--- src/rtl/fpm_arb_pkg.sv ---
// Shared types and constants for the FPM_32 issue arbiter.
package fpm_arb_pkg;

    localparam int unsigned DATA_W_DEF  = 32;
    localparam int unsigned NUM_REQ_DEF = 4;
    localparam int unsigned TAG_W       = $clog2(NUM_REQ_DEF);

    typedef enum logic [1:0] {
        ST_IDLE     = 2'd0,
        ST_INFLIGHT = 2'd1,
        ST_DONE     = 2'd2
    } req_state_e;

endpackage

--- src/rtl/fpm_rr_arbiter.sv ---
// Round-robin picker: first eligible requester after the pointer, wrapping to 0.
module fpm_rr_arbiter #(
    parameter int unsigned NUM_REQ = 4,
    parameter int unsigned IDX_W   = 2
) (
    input  logic [NUM_REQ-1:0] elig_i,
    input  logic [IDX_W-1:0]   ptr_i,
    output logic [NUM_REQ-1:0] gnt_c_o,
    output logic [IDX_W-1:0]   idx_c_o,
    output logic               any_c_o
);

    int unsigned cand;

    always_comb begin
        gnt_c_o = '0;
        idx_c_o = '0;
        any_c_o = 1'b0;
        cand    = 0;
        for (int unsigned k = 1; k <= NUM_REQ; k++) begin
            cand = 32'(ptr_i) + k;
            if (cand >= NUM_REQ) begin
                cand = cand - NUM_REQ;
            end
            if (!any_c_o && elig_i[IDX_W'(cand)]) begin
                any_c_o                = 1'b1;
                gnt_c_o[IDX_W'(cand)]  = 1'b1;
                idx_c_o                = IDX_W'(cand);
            end
        end
    end

endmodule

--- src/rtl/fpm_issue_arbiter.sv ---
// Shares one pipelined FPM_32 multiplier among NUM_REQ requesters with a tag pipe
// routing results back. Define FPM_ARB_STATS_EN to add stat_ops/stat_busy counters.
module fpm_issue_arbiter
    import fpm_arb_pkg::*;
#(
    parameter int unsigned NUM_REQ  = 4,
    parameter int unsigned PIPE_LAT = 2,
    parameter int unsigned DATA_W   = DATA_W_DEF
) (
    input  logic                      clk,
    input  logic                      rst,
    input  logic [NUM_REQ-1:0]        req_valid,
    output logic [NUM_REQ-1:0]        req_ready,
    input  logic [NUM_REQ*DATA_W-1:0] req_x,
    input  logic [NUM_REQ*DATA_W-1:0] req_y,
    output logic [NUM_REQ-1:0]        rsp_valid,
    input  logic [NUM_REQ-1:0]        rsp_ready,
    output logic [NUM_REQ*DATA_W-1:0] rsp_m,
    output logic [DATA_W-1:0]         mul_x,
    output logic [DATA_W-1:0]         mul_y,
    output logic                      mul_vld,
    input  logic [DATA_W-1:0]         mul_m
`ifdef FPM_ARB_STATS_EN
    ,
    output logic [31:0]               stat_ops,
    output logic [31:0]               stat_busy
`endif
);

    localparam int unsigned IDX_W = $clog2(NUM_REQ);
    localparam int unsigned TP_D  = PIPE_LAT + 1;

    req_state_e                state_q [NUM_REQ];
    logic [IDX_W-1:0]          ptr_q;
    logic [NUM_REQ-1:0]        rsp_valid_q;
    logic [NUM_REQ*DATA_W-1:0] rsp_m_q;
    logic [DATA_W-1:0]         mul_x_q;
    logic [DATA_W-1:0]         mul_y_q;
    logic                      mul_vld_q;
    logic [TP_D-1:0]           tag_vld_q;
    logic [IDX_W-1:0]          tag_idx_q [TP_D];

    logic [NUM_REQ-1:0]        elig_c;
    logic [NUM_REQ-1:0]        gnt_c;
    logic [IDX_W-1:0]          gnt_idx_c;
    logic                      issue_c;
    logic [DATA_W-1:0]         sel_x_c;
    logic [DATA_W-1:0]         sel_y_c;
    logic                      cap_vld_c;
    logic [IDX_W-1:0]          cap_idx_c;

    // Only IDLE requesters compete; nothing is granted while reset is held.
    always_comb begin
        elig_c = '0;
        for (int i = 0; i < int'(NUM_REQ); i++) begin
            elig_c[i] = req_valid[i] && (state_q[i] == ST_IDLE) && !rst;
        end
    end

    fpm_rr_arbiter #(
        .NUM_REQ (NUM_REQ),
        .IDX_W   (IDX_W)
    ) u_rr (
        .elig_i  (elig_c),
        .ptr_i   (ptr_q),
        .gnt_c_o (gnt_c),
        .idx_c_o (gnt_idx_c),
        .any_c_o (issue_c)
    );

    always_comb begin
        sel_x_c = '0;
        sel_y_c = '0;
        for (int i = 0; i < int'(NUM_REQ); i++) begin
            if (gnt_c[i]) begin
                sel_x_c = req_x[i*DATA_W +: DATA_W];
                sel_y_c = req_y[i*DATA_W +: DATA_W];
            end
        end
    end

    // The last tag stage lines up with the cycle mul_m carries that op's product.
    assign cap_vld_c = tag_vld_q[PIPE_LAT];
    assign cap_idx_c = tag_idx_q[PIPE_LAT];

    always_ff @(posedge clk or posedge rst) begin
        if (rst) begin
            ptr_q       <= IDX_W'(NUM_REQ - 1);
            rsp_valid_q <= '0;
            rsp_m_q     <= '0;
            mul_x_q     <= '0;
            mul_y_q     <= '0;
            mul_vld_q   <= 1'b0;
            tag_vld_q   <= '0;
            for (int k = 0; k < int'(TP_D); k++) begin
                tag_idx_q[k] <= '0;
            end
            for (int i = 0; i < int'(NUM_REQ); i++) begin
                state_q[i] <= ST_IDLE;
            end
        end else begin
            mul_vld_q    <= issue_c;
            mul_x_q      <= sel_x_c;
            mul_y_q      <= sel_y_c;
            tag_vld_q[0] <= issue_c;
            tag_idx_q[0] <= gnt_idx_c;
            if (issue_c) begin
                ptr_q <= gnt_idx_c;
            end
            for (int k = 1; k < int'(TP_D); k++) begin
                tag_vld_q[k] <= tag_vld_q[k-1];
                tag_idx_q[k] <= tag_idx_q[k-1];
            end
            // Capture and response handshakes act on different states, so they never collide.
            for (int i = 0; i < int'(NUM_REQ); i++) begin
                case (state_q[i])
                    ST_IDLE: begin
                        if (gnt_c[i]) begin
                            state_q[i] <= ST_INFLIGHT;
                        end
                    end
                    ST_INFLIGHT: begin
                        if (cap_vld_c && (cap_idx_c == IDX_W'(i))) begin
                            state_q[i]                   <= ST_DONE;
                            rsp_valid_q[i]               <= 1'b1;
                            rsp_m_q[i*DATA_W +: DATA_W]  <= mul_m;
                        end
                    end
                    ST_DONE: begin
                        if (rsp_ready[i]) begin
                            state_q[i]     <= ST_IDLE;
                            rsp_valid_q[i] <= 1'b0;
                        end
                    end
                    default: begin
                        state_q[i] <= ST_IDLE;
                    end
                endcase
            end
        end
    end

    assign req_ready = gnt_c;
    assign rsp_valid = rsp_valid_q;
    assign rsp_m     = rsp_m_q;
    assign mul_x     = mul_x_q;
    assign mul_y     = mul_y_q;
    assign mul_vld   = mul_vld_q;

`ifdef FPM_ARB_STATS_EN
    logic [31:0] ops_q;
    logic [31:0] busy_q;

    always_ff @(posedge clk or posedge rst) begin
        if (rst) begin
            ops_q  <= '0;
            busy_q <= '0;
        end else begin
            ops_q  <= ops_q + 32'(issue_c);
            busy_q <= busy_q + 32'(mul_vld_q);
        end
    end

    assign stat_ops  = ops_q;
    assign stat_busy = busy_q;
`endif

endmodule

--- config.mk ---
export PLATFORM = sky130hd
export DESIGN_NAME = fpm_issue_arbiter
export DESIGN_NICKNAME = d
export VERILOG_FILES = /design/src/rtl/fpm_arb_pkg.sv /design/src/rtl/fpm_rr_arbiter.sv /design/src/rtl/fpm_issue_arbiter.sv
export SDC_FILE = /design/constraint.sdc
export NUM_CORES = 1
export LEC_CHECK = 0
export CAP_MARGIN = 15
export CORE_AREA = 8 8 190 192
export CTS_CLUSTER_DIAMETER = 40
export DETAILED_ROUTE_END_ITERATION = 8
export DIE_AREA = 0 0 198 200
export PLACE_DENSITY = 0.73
export SYNTH_ARGS = -nofsm -noshare
export SYNTH_HDL_FRONTEND = slang
export SYNTH_SLANG_ARGS = --single-unit
--- constraint.sdc ---
create_clock -name clk -period 8 [get_ports clk]
set_input_delay 1.2 -clock clk [delete_from_list [all_inputs] [get_ports clk]]
set_output_delay 1.2 -clock clk [all_outputs]
set_load 0.02 [all_outputs]
==> impl_metrics.toml <==
[outcome]
outcome = "finished, final reports clean"

[sta]
rsz0062_at_grt = "false"
slew_headroom_pct = 21.5
tightestPinTransition_ns = 1.17
fmaxAchievable_mhz = 161
period_minus_slack_ns = 6.21
fin_tns_setup_ns = 0
setup_slack_ns = 1.79
final_hold_viol_count = 0
setup_viol = 0
fin_crit_sh_pct = 77.7
hold_slack_ns = 0.342
maxSlewViolCount = 0
clock_skew_ns = 0.0239

[detailed_routing]
finalWirelength_um = 41400
drtPass1Iterations = 5
postRouteAntennaNets = 0
vias_per_cell = 5.10
drc = 0
vias = 8914
wl_per_cell_um = 23.7
initialDrtViolationCount = 405

[synthesis]
syn_area_sq_um = 9890
ys_ff_latch = 215
ys.flop_type = "dfrtp_1"
ys_top_cells_by_area = "dfrtp_1 (54%), mux2_2 (15%), o221a_2 (6.8%)"
syn_avg_cell_area_sq_um = 12.6
synth_edf_count = 0
synthTopCellsByCount = "dfrtp_1 (213), mux2_2 (128), inv_1 (71), o21ai_0 (70), o2111ai_1 (64)"
synth_top_area_cell = "dfrtp_1"
postSynth.asyncResetShare_pct = 100
yosys_warnings = 0
synth_nets = 1088
syn-instance-count = 783
ys_seq_area_share_pct = 54.4
synth_cell_types = 51
synth.most_common_cell = "dfrtp_1"
yosysTopAreaCellShare_pct = 53.9

[worst_setup_path]
r2r-end = "mul_x[24]"
crit_path_max_incr_delay_ns = 0.93
path_class = "in -> out"
r2r_cells = 9
cp_data_required_time_ns = 6.80
critPathMaxFanout = 48
cp_slowest_cell = "nor4b_1"
startpoint = "rst"
end_kind = "primary output"
path_cells = "clkdlybuf4s50_1, nor4b_1, nor2_1, mux4_2, and3_1, a211oi_4, buf_4, inv_1, clkdlybuf4s50_1"
r2r_setup_slack_ns = 3.29
crit_top_cell = "clkdlybuf4s50_1"
start_kind = "input pin"
cp.arrival_ns = 5.01
worstReg2RegStart = "ptr_q[0]"
crit_end = "req_ready[3]"

[final_layout]
layout.nets = 1571
seqCellArea_sq_um = 5380
multiInputGateArea_sq_um = 3930
drive_gt1_share_pct = 22.3
areaGrowthSynthToFinish_pct = 67.1
fillCellCount = 2896

[grt]
grt_max_degree = 86
grt_use_total_pct = 19.6
grt_pass1_vias = 9201
antenna_found_initial = 12
grt-ovfl-total = 0
grt_pass1_wl_um = 58800

[place]
dp_worst_setup_slack_ns = 1.85
routabilityCongestion = 0.906
numPortBuffers = 498
dp_hpwl_um = 31200

[floorplanning]
pin_count = 499
row_count = 67
chipHeight_um = 200
die_w_um = 198
die_area_sq_um = 39600
initial_core_util_pct = 29.9
core-area_sq_um = 33100

[clock_network]
clk_latency_ns = 0.51
clockBufferDepth = 3
holdBufCountCts = 0
htree_levels = 2
cts-resized-gates = 0
cts.sinks = 215
root_buffer = "clkbuf_16"
numCtsBuffers = 37
cts_tree = "done"
clk_pin_slew_worst_paths_ns = 0.05
cts_setup_buffers = 0

[pwr]
power_mw = 7.46
leakagePower_nw = 6.93
ir_worst_vdd_mv = 0.252
powerDensity_nw_per_um2 = 451

[min_path]
hp-class = "reg -> reg"

[run]
drv_cap = 0
==> placed cells by master, fill, tap and decap left out, types with 5 or more instances in the layout <==
master and instances:
buf_4 12, clkbuf_16 37, clkbuf_8 8, clkdlybuf4s50_1 498, dfrtp_1 213, diode_2 7
ha_1 7, inv_1 70, inv_6 8, mux2_2 128, nand2_1 8, nor2_1 13
nor3b_1 5, o2111ai_1 64, o21ai_0 70, o221a_2 60, or2_2 6
==> area by class of cell <==
cell class / count / share of cell area [%]
Tap cell: 448 / 3.39
Inverter: 72 / 1.68
Sequential cell: 215 / 32.6
Timing Repair Buffer: 510 / 30.7
Clock inverter: 19 / 1.47
Multi-Input combinational cell: 430 / 23.8
Clock buffer: 47 / 6.31
Antenna cell: 7 / 0.106
==> critical path, delay by kind of cell <==
kind / cells / cell delay (ns)
simple gates: 3 / 1.27
compound gates: 1 / 0.15
buf+inv: 4 / 1.82
mux: 1 / 0.56
==> cell families after synthesis <==
group | after synthesis | share of synthesized area (%)
AOI/OAI and AO/OA | 226 | 19.0
DFF | 215 | 54.4
buffers and inverters | 138 | 6.25
muxes | 131 | 15.3
and+or+nand+nor | 66 | 4.19
adders and majority gates | 7 | 0.885
==> report_power, final <==
part	switching, mW	internal (mW)	leakage [nW]	total (mW)
clock network	0.560	1.06	0.627	1.62
logic	1.95	1.98	3.65	3.93
registers	0.272	1.64	2.66	1.91
==> registers in the layout, summed over array words and instances (netlist names), 3 cells and up <==
| name | cells |
|---|---|
| mul_x | 32 |
| mul_y | 32 |
| rsp_m | 128 |
| rsp_valid | 4 |
| state_q | 8 |
| tag_idx_q | 4 |
| tag_vld_q | 3 |
==> worst min-delay path by stage <==
stage | to | cells after the start | start
floorplan | cap_idx_c[0] | 0 | tag_idx_q[2]
global placement | tag_idx_q[3] | 0 | tag_idx_q[5]
detailed placement | tag_idx_q[2] | 0 | tag_idx_q[4]
CTS | tag_idx_q[2] | 0 | tag_idx_q[4]
global route | cap_idx_c[1] | 0 | tag_idx_q[3]
finish | tag_idx_q[2] | 0 | tag_idx_q[4]
==> through the flow <==
step / cells / utilization, % / instance area, sq um
floorplan: 783 / - / 9890
detailed placement: 1675 / 46.0 / 15200
finish: 1748 / 49.9 / 16500
CTS: 1741 / 49.9 / 16500
global route: 1745 / 49.9 / 16500
global placement: 1675 / 46.0 / 15200
==> per-layer routing <==
layer,vias to the layer above,GRT usage [%],routed length [um]
li1,3962,-,-
met1,4431,22.9,15300
met2,431,32.5,20800
met3,84,7.56,4000
met4,6,7.19,1250
met5,-,0,41
Note: power is estimated with default switching activity, not from simulation.
